$ cat config.mk
export PLATFORM = sky130hd
export DESIGN_NAME = btn_condition
export DESIGN_NICKNAME = d
export VERILOG_FILES = /design/src/rtl/btn_condition.sv
export SDC_FILE = /design/constraint.sdc
export NUM_CORES = 1
export LEC_CHECK = 0
export CAP_MARGIN = 20
export CELL_PAD_IN_SITES_DETAIL_PLACEMENT = 2
export CELL_PAD_IN_SITES_GLOBAL_PLACEMENT = 2
export CORE_UTILIZATION = 40
export CTS_CLUSTER_SIZE = 25
export DETAILED_ROUTE_END_ITERATION = 10
export GPL_TIMING_DRIVEN = 0
export PLACE_DENSITY = 0.84
export SETUP_SLACK_MARGIN = 0.2
export SLEW_MARGIN = 30
export SYNTH_ARGS = -nofsm -noshare
export SYNTH_HDL_FRONTEND = slang
export SYNTH_SLANG_ARGS = --single-unit
$ cat constraint.sdc
create_clock -name clk -period 2.3 [get_ports clk]
set_input_delay 0.23 -clock clk [delete_from_list [all_inputs] [get_ports clk]]
set_output_delay 0.23 -clock clk [all_outputs]
set_load 0.05 [all_outputs]
$ cat src/rtl/btn_condition.sv
// btn_condition -- push-button conditioner for the mode FSM.
//
// Each of the three raw buttons is brought into the clk domain through its
// own 2-flop synchronizer and then debounced by a per-button counter: a
// synchronized value that disagrees with the accepted level for DB_CYCLES
// consecutive cycles is accepted.  A raw change held steady therefore shows
// up on btn_level on the (DB_CYCLES+2)th rising edge after it is first
// sampled.
//
// Configuration macro: BTN_PULSE_EN
//   undefined : btn is a level command, equal to btn_level when exactly one
//               button is down, 3'b000 otherwise.
//   defined   : btn[i] pulses for one cycle on the first cycle btn_level[i]
//               is 1, unless that press coincides with a chord.
//
// Parameters
//   DB_CYCLES  stable-sample count to accept a change (legal 2..2^CNT_W-1)
//   CNT_W      width of each per-button debounce counter
// Ports
//   clk        single clock, all flops on its rising edge
//   rst        asynchronous active-low reset
//   btn_raw    [2:0] bouncing push-button inputs, active-high
//   btn        [2:0] conditioned one-hot command (registered)
//   btn_level  [2:0] debounced level of each button (registered)
//   chord      high while two or more debounced buttons are down (registered)
module btn_condition #(
    parameter int unsigned DB_CYCLES = 250000,
    parameter int unsigned CNT_W     = 18
) (
    input  logic       clk,
    input  logic       rst,
    input  logic [2:0] btn_raw,
    output logic [2:0] btn,
    output logic [2:0] btn_level,
    output logic       chord
);

    localparam logic [CNT_W-1:0] CNT_LAST = CNT_W'(DB_CYCLES - 1);

    logic [2:0]       sync1;
    logic [2:0]       sync2;
    logic [CNT_W-1:0] cnt      [3];
    logic [CNT_W-1:0] cnt_next [3];
    logic [2:0]       level_next;
    logic [2:0]       btn_next;
    logic             chord_next;

    // Two-flop synchronizer per button; nothing else looks at btn_raw.
    always_ff @(posedge clk or negedge rst) begin
        if (!rst) begin
            sync1 <= '0;
            sync2 <= '0;
        end else begin
            sync1 <= btn_raw;
            sync2 <= sync1;
        end
    end

    // Per-button debounce: the counter only runs while the synchronized
    // value disagrees with the accepted level, and it saturates at the
    // accept point by toggling the level and clearing instead of wrapping.
    always_comb begin
        for (int unsigned i = 0; i < 3; i++) begin
            level_next[i] = btn_level[i];
            cnt_next[i]   = '0;
            if (sync2[i] != btn_level[i]) begin
                if (cnt[i] == CNT_LAST) begin
                    level_next[i] = ~btn_level[i];
                end else begin
                    cnt_next[i] = cnt[i] + 1'b1;
                end
            end
        end
    end

    // All outputs are derived from the next level so that btn, btn_level
    // and chord update together on the same edge.
    always_comb begin
        chord_next = (level_next[0] & level_next[1]) |
                     (level_next[0] & level_next[2]) |
                     (level_next[1] & level_next[2]);
`ifdef BTN_PULSE_EN
        // Rising edge of the accepted level; two simultaneous rises always
        // imply a chord, so the result is at most one-hot.
        btn_next = (level_next & ~btn_level) & {3{~chord_next}};
`else
        // Not a chord and non-zero means exactly one bit is set.
        btn_next = chord_next ? 3'b000 : level_next;
`endif
    end

    always_ff @(posedge clk or negedge rst) begin
        if (!rst) begin
            for (int unsigned i = 0; i < 3; i++) begin
                cnt[i] <= '0;
            end
            btn_level <= '0;
            btn       <= '0;
            chord     <= 1'b0;
        end else begin
            for (int unsigned i = 0; i < 3; i++) begin
                cnt[i] <= cnt_next[i];
            end
            btn_level <= level_next;
            btn       <= btn_next;
            chord     <= chord_next;
        end
    end

endmodule
After elaboration in Yosys (flattened, before gate mapping) --
Cells that the tools add are included.
Word-level totals: flip-flop bits (word level) 67
Operators by class: add/subtract/negate cells 3, eq/ne operators 6, muxes and demuxes 13, bitwise operators 8
Operator list (number):
- 18-bit 2-to-1 mux | 6
- 18-bit by 1-bit adder with 18-bit output, second input constant | 3
- 18-bit equality test, second input constant | 3
- 1-bit 2-to-1 mux | 6
- 1-bit bitwise AND | 3
- 3-bit 2-to-1 mux | 1
- 1-bit inequality test | 3
- 1-bit NOT | 3
- 1-bit bitwise OR | 2

Longest topological paths before layout --
depth in word-level cells 7, gate-level depth with buffers 7, depth with buffers taken out 6

Worst setup path before layout --
OpenSTA, ideal clock, no wires.
path kind reg2reg, start point register cnt[41] (netlist bit), end point register chord, setup time 0.126 ns, arrival time 1.733 ns, data required time 2.174 ns, setup slack 0.441 ns, stages on the path, launching flop included 6, buffers on the path 0, cell sequence dfrtp_1 > nor4b_1 > nand2_1 > nor4_2 > mux2_2 > maj3_2
Between the ends: longest elaborated chain between the ends 6, elaborated cells between the ends (all ways) 7, classes of those cells eq/ne: 1; mux: 2; bitwise: 4
Ends and longest elaborated chain:
- start: declaration | line 42 | logic [CNT_W-1:0] cnt [3];
- start signal: indexed assignment | line 102 | cnt[i] <= cnt_next[i];
- 18-bit equality test (*) | line 67 | if (cnt[i] == CNT_LAST) begin
- 1-bit 2-to-1 mux (*) | line 67
- 1-bit 2-to-1 mux (*) | line 66 | if (sync2[i] != btn_level[i]) begin
- net level_next[0] | line 44 | logic [2:0] level_next;
- 1-bit bitwise AND (on tied branches) | line 79, 80
- 1-bit bitwise OR (*) | line 79 | chord_next = (level_next[0] & level_next[1]) |
- 1-bit bitwise OR (*) | line 80 | (level_next[0] & level_next[2]) |
- net chord_next | line 46 | logic chord_next;
- end signal: assignment | line 106 | chord <= chord_next;
- end: declaration | line 35 | output logic chord
The timed path passes the listed nets; every way through them passes the cells marked *.

==> out/metrics.cfg <==
[synth]
synthesis.instances = 291
synthTopCellsByArea = dfrtp_1 (56%), xnor2_1 (8.7%), nor2_1 (8.6%), xor2_1 (6.1%), nand3_1 (2.8%)
yosys_most_used_dff = dfrtp_1
ys_seq_elements = 67
async_flop_share_pct = 100.0
yosysSeqAreaShare_pct = 55.62
syn-num-nets = 299
synth_cell_types = 28
syn_avg_cell_area_sq_um = 10.36
synth_area_leader_cell = dfrtp_1
synth_edf_count = 0
synth_top_cells_by_count = nor2_1 (69), dfrtp_1 (67), xnor2_1 (30), xor2_1 (21), nand2_1 (20)
synth.most_common_cell = nor2_1
ys_warn_count = 0
synth_top_area_share_pct = 55.62
synth_area_sq_um = 3014

[global_routing]
antenna_found_initial = 0
grt_pass1_vias = 2472
gr-total-overflow = 0
grt_pass1_wl_mm = 12.43
track_usage_pct = 21.79
grt_max_degree = 45

[cts]
clkSinkCount = 67
cts_made_buffers = 9
cts_buffer_depth = 2
insertion_delay_ns = 0.34
root_buffer = clkbuf_8
cts_tree = built
htreeDepth = 3
clk_pin_slew_ns = 0.07

[timing]
setup_viol = 0
rsz0062_at_grt = false
slew_viol_final = 0
totalNegativeSetupSlack_ns = 0
min_period_ns = 2.022
timing.final.ws_setup_ns = 0.2776
slew_headroom_pct = 54.07
fin_worst_skew_ns = 0.008733
clock.fmax_mhz = 494.5
finalHoldViolations = 0
period_share_pct = 87.93
tightest_slew_ns = 0.6837

[placed_design]
gp_congestion = 0.7372
dp.cells = 402
pre_cts_ws_ns = 0.1944
io_buffers = 11
hpwl_mm = 4.893

[final_layout]
utilization_pct = 48.56
final_cells = 420
seq_area_sq_um = 1677
fill_cells = 780
multi_input_area_sq_um = 1328
drive_gt1_share_pct = 9.969
syn_to_final_growth_pct = 16.85
finalNetCount = 324
antenna_cells = 0

[worst_hold_path]
worstHoldPathType = input port to flop

[drt]
viasPerCell = 5.224
ant_nets = 0
wirelength_mm = 7.481
drt-pass1-iter-count = 4
vias = 2194
post-route-drc-count = 0
post_drt_wl_per_cell_um = 17.81
drt-initial-drc-count = 86

[floorplanning]
initial_core_util_pct = 41.56
die_w_um = 88.81
fp.coreArea_sq_um = 7253
fp-row-count = 31
io-pin-count = 12
die_h_um = 88.81
dieArea_sq_um = 7886

[setup_path]
crit_path_max_fanout = 10
slowest_delay_ns = 0.42
crit_path_start_kind = flop
cpMaxStageDelayCell = dfrtp_1
worst_ep_required_time_ns = 2.56
crit_type = flop to flop
cp.arrival_ns = 2.29
crit_chain = ha_1, and3_1, and4_1, or2_1, clkbuf_2, buf_2, nor2_1
cp-end-kind = flop

[job]
max-cap-violations = 0

[power]
power_density_nw_per_um2 = 646.3
ir_drop_mv = 0.3338
leakagePower_uw = 0.001486

[outcome]
status = completed

## sequential cells by signal, indices dropped and copies added, names as in the netlist
name,flops
chord,1
cnt,54
btn_level,3
sync2,3
btn,3
sync1,3
## final timing paths
check	slack, ns	endpoint	cells after the start	start
min in group asynchronous	0.34	cnt[30]	2	rst
hold reg to reg	0.37	sync2[2]	0	sync1[2]
setup / recovery	0.28	cnt[12]	7	cnt[0]
hold / removal	0.33	sync1[2]	1	btn_raw[2]
setup reg to reg	0.28	cnt[12]	7	cnt[0]
max in group asynchronous	1.42	cnt[7]	3	rst
## cell families after synthesis
group | count (synthesis) | synth area share [%]
mux | 3 | 1.245
xor+xnor | 51 | 14.82
buf+inv | 12 | 1.743
fa+ha+maj | 4 | 1.619
simple gates | 154 | 24.95
flops | 67 | 55.62
## metrics by stage
step,area [sq um],total power (uW),hold slack (ns)
6_report,3522,2276,0.3328
5_1_grt,3522,2362,0.3243
4_1_cts,3486,2297,0.3298
3_5_place_dp,3273,1322,0.1758
3_3_place_gp,3248,1311,0.3334
2_1_floorplan,3014,1267,-0.06559
## where the power goes
part	internal [uW]	leakage, uW	switching, uW
Clock	531	0.0000947	443
Combinational	31.8	0.000476	56.6
Sequential	1200	0.000915	17.7
## metal layers
| metal | GRT usage, % | vias to the layer above | routed length [um] |
|---|---|---|---|
| met5 | 0 | - | 0 |
| met4 | 8.358 | 0 | 131 |
| met3 | 5.597 | 12 | 174 |
| met2 | 37.62 | 29 | 3942 |
| met1 | 26.10 | 1136 | 3234 |
| li1 | - | 1017 | - |
## critical path, delay by kind of cell, from the launching register on
family | cells | cell delay (ns)
and+or+nand+nor | 4 | 0.85
buffers and inverters | 2 | 0.42
DFF | 1 | 0.42
adders and majority gates | 1 | 0.24
## cells in the final DEF, fill, tap and decap left out
master / n
maj3_2: 1
nand2b_1: 1
mux2_2: 2
nor3b_2: 1
ha_4: 1
nor4b_1: 3
nand4_1: 10
nor3_1: 8
clkbuf_2: 1
ha_1: 2
buf_16: 1
nand3b_1: 2
inv_1: 7
clkbuf_8: 10
nand2_2: 1
buf_2: 3
clkbuf_1: 4
clkdlybuf4s50_1: 10
mux2_4: 1
dfrtp_1: 67
and2_1: 2
nor2_1: 69
xnor2_1: 30
nor4_1: 5
nand3_2: 3
or2_1: 1
and4_1: 3
xor2_1: 21
dlygate4sd3_1: 1
nand3_1: 15
nor3b_1: 2
buf_4: 3
clkinv_2: 1
nand2_1: 19
and3_1: 7
bufinv_16: 1
nor4_4: 2
## cell type report
| class | instances | area share (%) |
|---|---|---|
| plain buffers | 5 | 0.7815 |
| flip-flops and latches | 67 | 47.60 |
| clock inverters | 2 | 0.9947 |
| inverters | 7 | 0.7460 |
| clock buffers | 14 | 4.334 |
| well taps | 99 | 3.517 |
| multi-input cells | 212 | 37.69 |
| repair buffers | 14 | 4.334 |
## timing repair
item	4_1_cts	5_1_grt
resized for setup	3	5
pin swaps	0	1
hold endpoints to repair	23	0
hold buffers	1	0
setup endpoints to repair	21	20
buffers inserted	0	1
(Power assumes the default switching activity.)
==> patch 1, RTL diff (same flow settings) <==
Reset style: synchronous (`rst`), changed in 2 clocked blocks. Comments in the files are not updated.
--- a/src/rtl/btn_condition.sv
+++ b/src/rtl/btn_condition.sv
@@ -46,7 +46,7 @@
     logic             chord_next;
 
     // Two-flop synchronizer per button; nothing else looks at btn_raw.
-    always_ff @(posedge clk or negedge rst) begin
+    always_ff @(posedge clk) begin
         if (!rst) begin
             sync1 <= '0;
             sync2 <= '0;
@@ -89,7 +89,7 @@
 `endif
     end
 
-    always_ff @(posedge clk or negedge rst) begin
+    always_ff @(posedge clk) begin
         if (!rst) begin
             for (int unsigned i = 0; i < 3; i++) begin
                 cnt[i] <= '0;
Formal check against the unedited RTL: no difference found for any inputs over 10 cycles, from zero or initial values and one cycle with rst low; that may be too few to reach the edited logic, so the function may still have changed.
==> patch 1 against the unedited design <==
Die area decreased by 8.4%. Count of clock-buffer cells in the layout decreased by 2. Wire length is 15% lower. Worst setup slack better by 14 ps. Via count is 4.1% lower. Cell count fell by 3.1%. Final area is 9.0% lower. Sequential share of layout area is 5.8 points lower. Sequential cell count did not move. Synthesized area is 8.6% lower.
Power is not compared: it rests on default switching activity, and its combinational part moved more than twofold at a synthesized area within 25%.
==> patch 1: results (changes against the unedited design) <==
.. list-table::
   :header-rows: 1

   * - Metric
     - Value
   * - Worst stage delay on the critical path
     - 440 ps (was 420 ps)
   * - Iteration-0 DRC count of the detailed router
     - 41 (was 86)
   * - Startpoint of the most critical hold path
     - sync1[1] (was btn_raw[2])
   * - Destination of the worst register-to-register timing path
     - cnt[0][35] (was cnt[12])
   * - Total wire length after detailed routing
     - 6.38 mm (was 7.48 mm)
   * - Diodes inserted
     - 0 (unchanged)
   * - Relative max-transition margin
     - 0.653 (was 0.541)
   * - Post-synth cell types
     - 31 (was 28)
   * - Top post-synthesis cells by area
     - dfxtp_1 49%, xor2_1 11%, nor2_1 9.5% (was dfrtp_1 56%, xnor2_1 8.7%, nor2_1 8.6%)
   * - Maximum clock path buffer count
     - 2 (unchanged)
   * - Cell class contributing the biggest share of worst-path delay
     - simple AND/OR/NAND/NOR gates (unchanged)
   * - Via count of the first global-routing pass
     - 2222 (was 2472)
   * - Most instantiated flip-flop cell in the synthesis netlist
     - dfxtp_1 (was dfrtp_1)
   * - Number of flip-flops under the largest register name
     - 54 (unchanged)
   * - Final #Nets
     - 333 (was 324)
   * - Min-Delay Endpoint
     - sync2[1] (was sync1[2])
   * - Synth cell count leaders
     - 70 x nor2_1, 67 x dfxtp_1, 34 x xor2_1 (was 69 x nor2_1, 67 x dfrtp_1, 30 x xnor2_1)
   * - Cell area after layout
     - 0.00321 mm² (was 0.00352 mm²)
   * - Routed via count divided by cell count
     - 5.17 (was 5.22)
   * - Async set-or-reset flop fraction in the synthesized netlist
     - 0 (was 1.00)
   * - Worst-case register-to-register setup slack
     - 290 ps
   * - Pin count of the biggest net entering global routing
     - 12 (was 45)
   * - WHS Path Cells
     - 1 (unchanged)
   * - Setup repair bufs after CTS
     - 0 (unchanged)
   * - Cell count of the worst reg-to-reg path
     - 7 (unchanged)
   * - Wire length of the first global-routing pass
     - 10.7 mm (was 12.4 mm)
   * - Root Driver
     - clkbuf_8 (unchanged)
   * - Register with the most flip-flops
     - cnt (unchanged)
   * - Sequential element share of the synthesized area
     - 0.487 (was 0.556)
   * - Post-route setup TNS
     - 0 ps (unchanged)
   * - Final weighted congestion in routability-driven placement
     - 0.715 (was 0.737)
   * - Total placed instance area
     - 0.00296 mm² (was 0.00327 mm²)
   * - Number of H-tree levels
     - 3 (unchanged)
   * - HPWL reported at the end of detailed placement
     - 4.20 mm (was 4.89 mm)
   * - Worst-path clk slew
     - 70 ps (about the same)
   * - Worst Clk Skew
     - 10.9 ps (was 8.73 ps)
   * - Startpoint of the most critical register-to-register path
     - cnt[0][29] (was cnt[0])
   * - Fraction of final layout cells with drive strength greater than 1
     - 0.130 (was 0.0997)
   * - Critical-path cell with the highest stage delay
     - nor4_2 (was dfrtp_1)
   * - Status
     - finished clean (unchanged)
   * - Total routing resource utilization after global routing
     - 0.194 (was 0.218)
   * - Total of fill cells in the finished design
     - 715 (was 780)
   * - CP arrival
     - 2250 ps (was 2290 ps)
   * - Hold Path Class
     - flop to flop (was input pin to flop)
   * - Nets in the synthesized netlist
     - 311 (was 299)
patch 1: changes by cell type in the layout (fill, tap and decap cells not counted), moves of 4 or more:
| cell | delta |
|---|---|
| dfrtp_1 | -67 |
| nor3_1 | -6 |
| or2_2 | +4 |
| nand3_1 | +7 |
| dfxtp_1 | +67 |
| and2_1 | +5 |
| nand2_1 | +4 |
| xnor2_1 | -13 |
| xor2_1 | +13 |
patch 1: repair_timing:
action | in CTS | in global routing
resized for setup | 3 | 9
pin swaps | 0 | 1
cloned | 0 | 0
setup endpoints to repair | 2 | 14
patch 1: kinds of logic after synthesis:
logic type                 Yosys count  synth area share
and+or+nand+nor                    165             0.300
DFF                                 67             0.487
xor gates and xnor gates            51             0.162
buffers and inverters               12            0.0218
muxes                                3            0.0109
adders and majority gates            3            0.0136
AOI/OAI and AO/OA                    2           0.00454
patch 1: stage by stage:
step / instances / setup WS, ps / power, mW / hold WS [ps]
after detailed placement: 391 / 100 / 1.23 / 422
after global placement: 391 / 146 / 1.22 / 414
after floorplan: 303 / 541 / 1.21 / 357
final: 407 / 291 / 2.10 / 438
after global routing: 407 / 137 / 2.18 / 447
after CTS: 407 / 212 / 2.13 / 443
patch 1: worst max path at each step:
stage                     startpoint    endpoint  slack (ps)
after detailed placement  cnt[0][36]      btn[2]         100
final                     cnt[0][29]  cnt[0][35]         290
after global placement    cnt[0][36]      btn[2]         150
after CTS                 cnt[0][36]      btn[2]         210
after floorplan            cnt[0][0]       chord         540
after global routing      cnt[0][36]      btn[2]         140
patch 1: cell type report:
class                      instances  share of cell area
clock buffer                      12              0.0484
sequential                        67               0.418
clock inverter                     4             0.00780
multi-input combinational        224               0.442
buffer                             8              0.0140
tap                               77              0.0300
timing repair buffer              11              0.0343
inverter                           4             0.00468
patch 1: power breakdown:
group / internal, mW / switching, mW / leakage, nW / total, mW
clock network: 0.446 / 0.452 / 0.0884 / 0.899
logic: 0.0148 / 0.0158 / 0.465 / 0.0306
registers: 1.17 / 0.00424 / 0.541 / 1.17
patch 1: per-layer routing:
layer | global-route usage | share of wire
met1 | 0.227 | 0.45
met2 | 0.331 | 0.50
met3 | 0.0554 | 0.033
met4 | 0.0832 | 0.025
met5 | 0 | 0
==> patch 2, RTL diff (same flow settings) <==
Made on the original files. Add a define of `BTN_PULSE_EN`.
--- a/src/rtl/btn_condition.sv
+++ b/src/rtl/btn_condition.sv
@@ -23,6 +23,8 @@
 //   btn        [2:0] conditioned one-hot command (registered)
 //   btn_level  [2:0] debounced level of each button (registered)
 //   chord      high while two or more debounced buttons are down (registered)
+`define BTN_PULSE_EN
+
 module btn_condition #(
     parameter int unsigned DB_CYCLES = 250000,
     parameter int unsigned CNT_W     = 18
Check against the original RTL: same outputs for any inputs over 10 cycles, from zero or initial values and one cycle with rst low; that may be too few to reach the edited logic, so the function may still have changed.
==> patch 2 against the unedited design <==
Sequential share of layout area shrank 2.2 points. Worst setup slack got worse by 78 ps. Wire length up 8.5%. Sequential cell count unchanged. Final area up 5.1%. Non-clock buffer count up 8. Cell count is 2.9% higher. Critical path depth fell by 2. Count of clock-buffer cells in the layout down 2. Sequential power about the same. Power up 8.3%. Utilization up 1.7 points. Synthesized area up 2.3%. Critical endpoint is now chord. Largest cell class unchanged. Largest power group unchanged.
==> patch 2: results (changes against the unedited design) <==
.. list-table::
   :header-rows: 1

   * - Metric
     - Value
   * - Post-synth cell types
     - 29 (was 28)
   * - Pin count of the biggest net entering global routing
     - 38 (was 45)
   * - HPWL reported at the end of detailed placement
     - 4.87 mm (was 4.89 mm)
   * - Final #Nets
     - 336 (was 324)
   * - Pre-CTS setup slack
     - 119 ps (was 194 ps)
   * - Max FO, Critical Path
     - 5 (was 10)
   * - CP arrival
     - 2340 ps (was 2290 ps)
   * - Number of cells in the design after placement
     - 407 (was 402)
   * - Overall via count from detail_route
     - 2265 (was 2194)
   * - Final weighted congestion in routability-driven placement
     - 0.760 (was 0.737)
   * - Leak Pwr
     - 1.56 nW (was 1.49 nW)
   * - Mean routed wirelength per cell
     - 18.8 µm (was 17.8 µm)
   * - Sequential fraction of design power
     - 0.491 (was 0.533)
   * - Wire length of the first global-routing pass
     - 13.4 mm (was 12.4 mm)
   * - Total placed instance area
     - 0.00333 mm² (was 0.00327 mm²)
   * - Latest clock arrival within the worst-skew pair
     - 360 ps (was 340 ps)
   * - Worst vdd rail ir drop
     - 0.346 mV (was 0.334 mV)
   * - Synth cell count leaders
     - 69 x nor2_1, 67 x dfrtp_1, 36 x xnor2_1 (was 69 x nor2_1, 67 x dfrtp_1, 30 x xnor2_1)
   * - Multiplexer share of the synthesized area
     - 0.0122 (was 0.0125)
   * - Xor/xnor cell area share of the yosys netlist
     - 0.145 (was 0.148)
   * - Nets in the synthesized netlist
     - 304 (was 299)
   * - Area share of fa/ha/maj cells after synthesis
     - 0.0154 (was 0.0162)
   * - Status
     - finished clean (unchanged)
   * - Part of the total power dissipated in the clock network
     - 0.469 (was 0.428)
   * - Fraction of final layout cells with drive strength greater than 1
     - 0.147 (was 0.0997)
   * - P_sw
     - 0.562 mW (was 0.517 mW)
   * - Total wire length after detailed routing
     - 8.12 mm (was 7.48 mm)
   * - Clk power
     - 1.15 mW (was 0.974 mW)
   * - Total routing resource utilization after global routing
     - 0.215 (was 0.218)
   * - Via count of the first global-routing pass
     - 2553 (was 2472)
patch 2: cell types whose count changed after synthesis, sizes merged, moves of 2 or more:
cell    delta
buf        +2
nor3       +3
nand2      -4
xnor2      +6
nand4      +4
xor2       -6
nand3b     +3
nand3      -6
inv        +2
patch 2: critical path, cell delays in order, from the launching register on:
cell     delay [ps]
dfrtp_2         450
nor4b_4         320
nand2_2         130
nor4_4          380
mux2_4          370
maj3_2          330
patch 2: metal layers:
| layer | track usage | vias to the layer above | part of all wire |
|---|---|---|---|
| li1 | - | 1045 | - |
| met1 | 0.262 | 1178 | 0.44 |
| met2 | 0.371 | 29 | 0.52 |
| met3 | 0.0389 | 13 | 0.019 |
| met4 | 0.0984 | 0 | 0.018 |
| met5 | 0 | - | 0 |
patch 2: worst paths after layout:
check                      startpoint       end  slack, ps  cells after the start
min in group asynchronous         rst   cnt[11]        360                      2
max in group asynchronous         rst   cnt[45]       1400                      3
hold reg to reg              sync1[1]  sync2[1]        360                      0
setup / recovery              cnt[44]     chord        200                      5
hold / removal             btn_raw[2]  sync1[2]        310                      1
setup reg to reg              cnt[44]     chord        200                      5
patch 2: cell type report:
class	instances	area, µm²	share of cell area
flip-flops and latches	67	1680	0.454
multi-input cells	214	1380	0.373
repair buffers	21	198	0.0534
plain buffers	6	57.6	0.0156
clock buffers	12	155	0.0419
well taps	99	124	0.0335
inverters	9	33.8	0.00913
clock inverters	4	72.6	0.0196
patch 2: what timing repair did:
action / in CTS / in global routing
hold buffers: 1 / 0
pin swaps: 2 / 5
gates cloned: 0 / 0
gates resized for setup: 7 / 10
endpoints found under the hold margin: 30 / 0
setup endpoints to repair: 13 / 12
setup buffers: 1 / 7
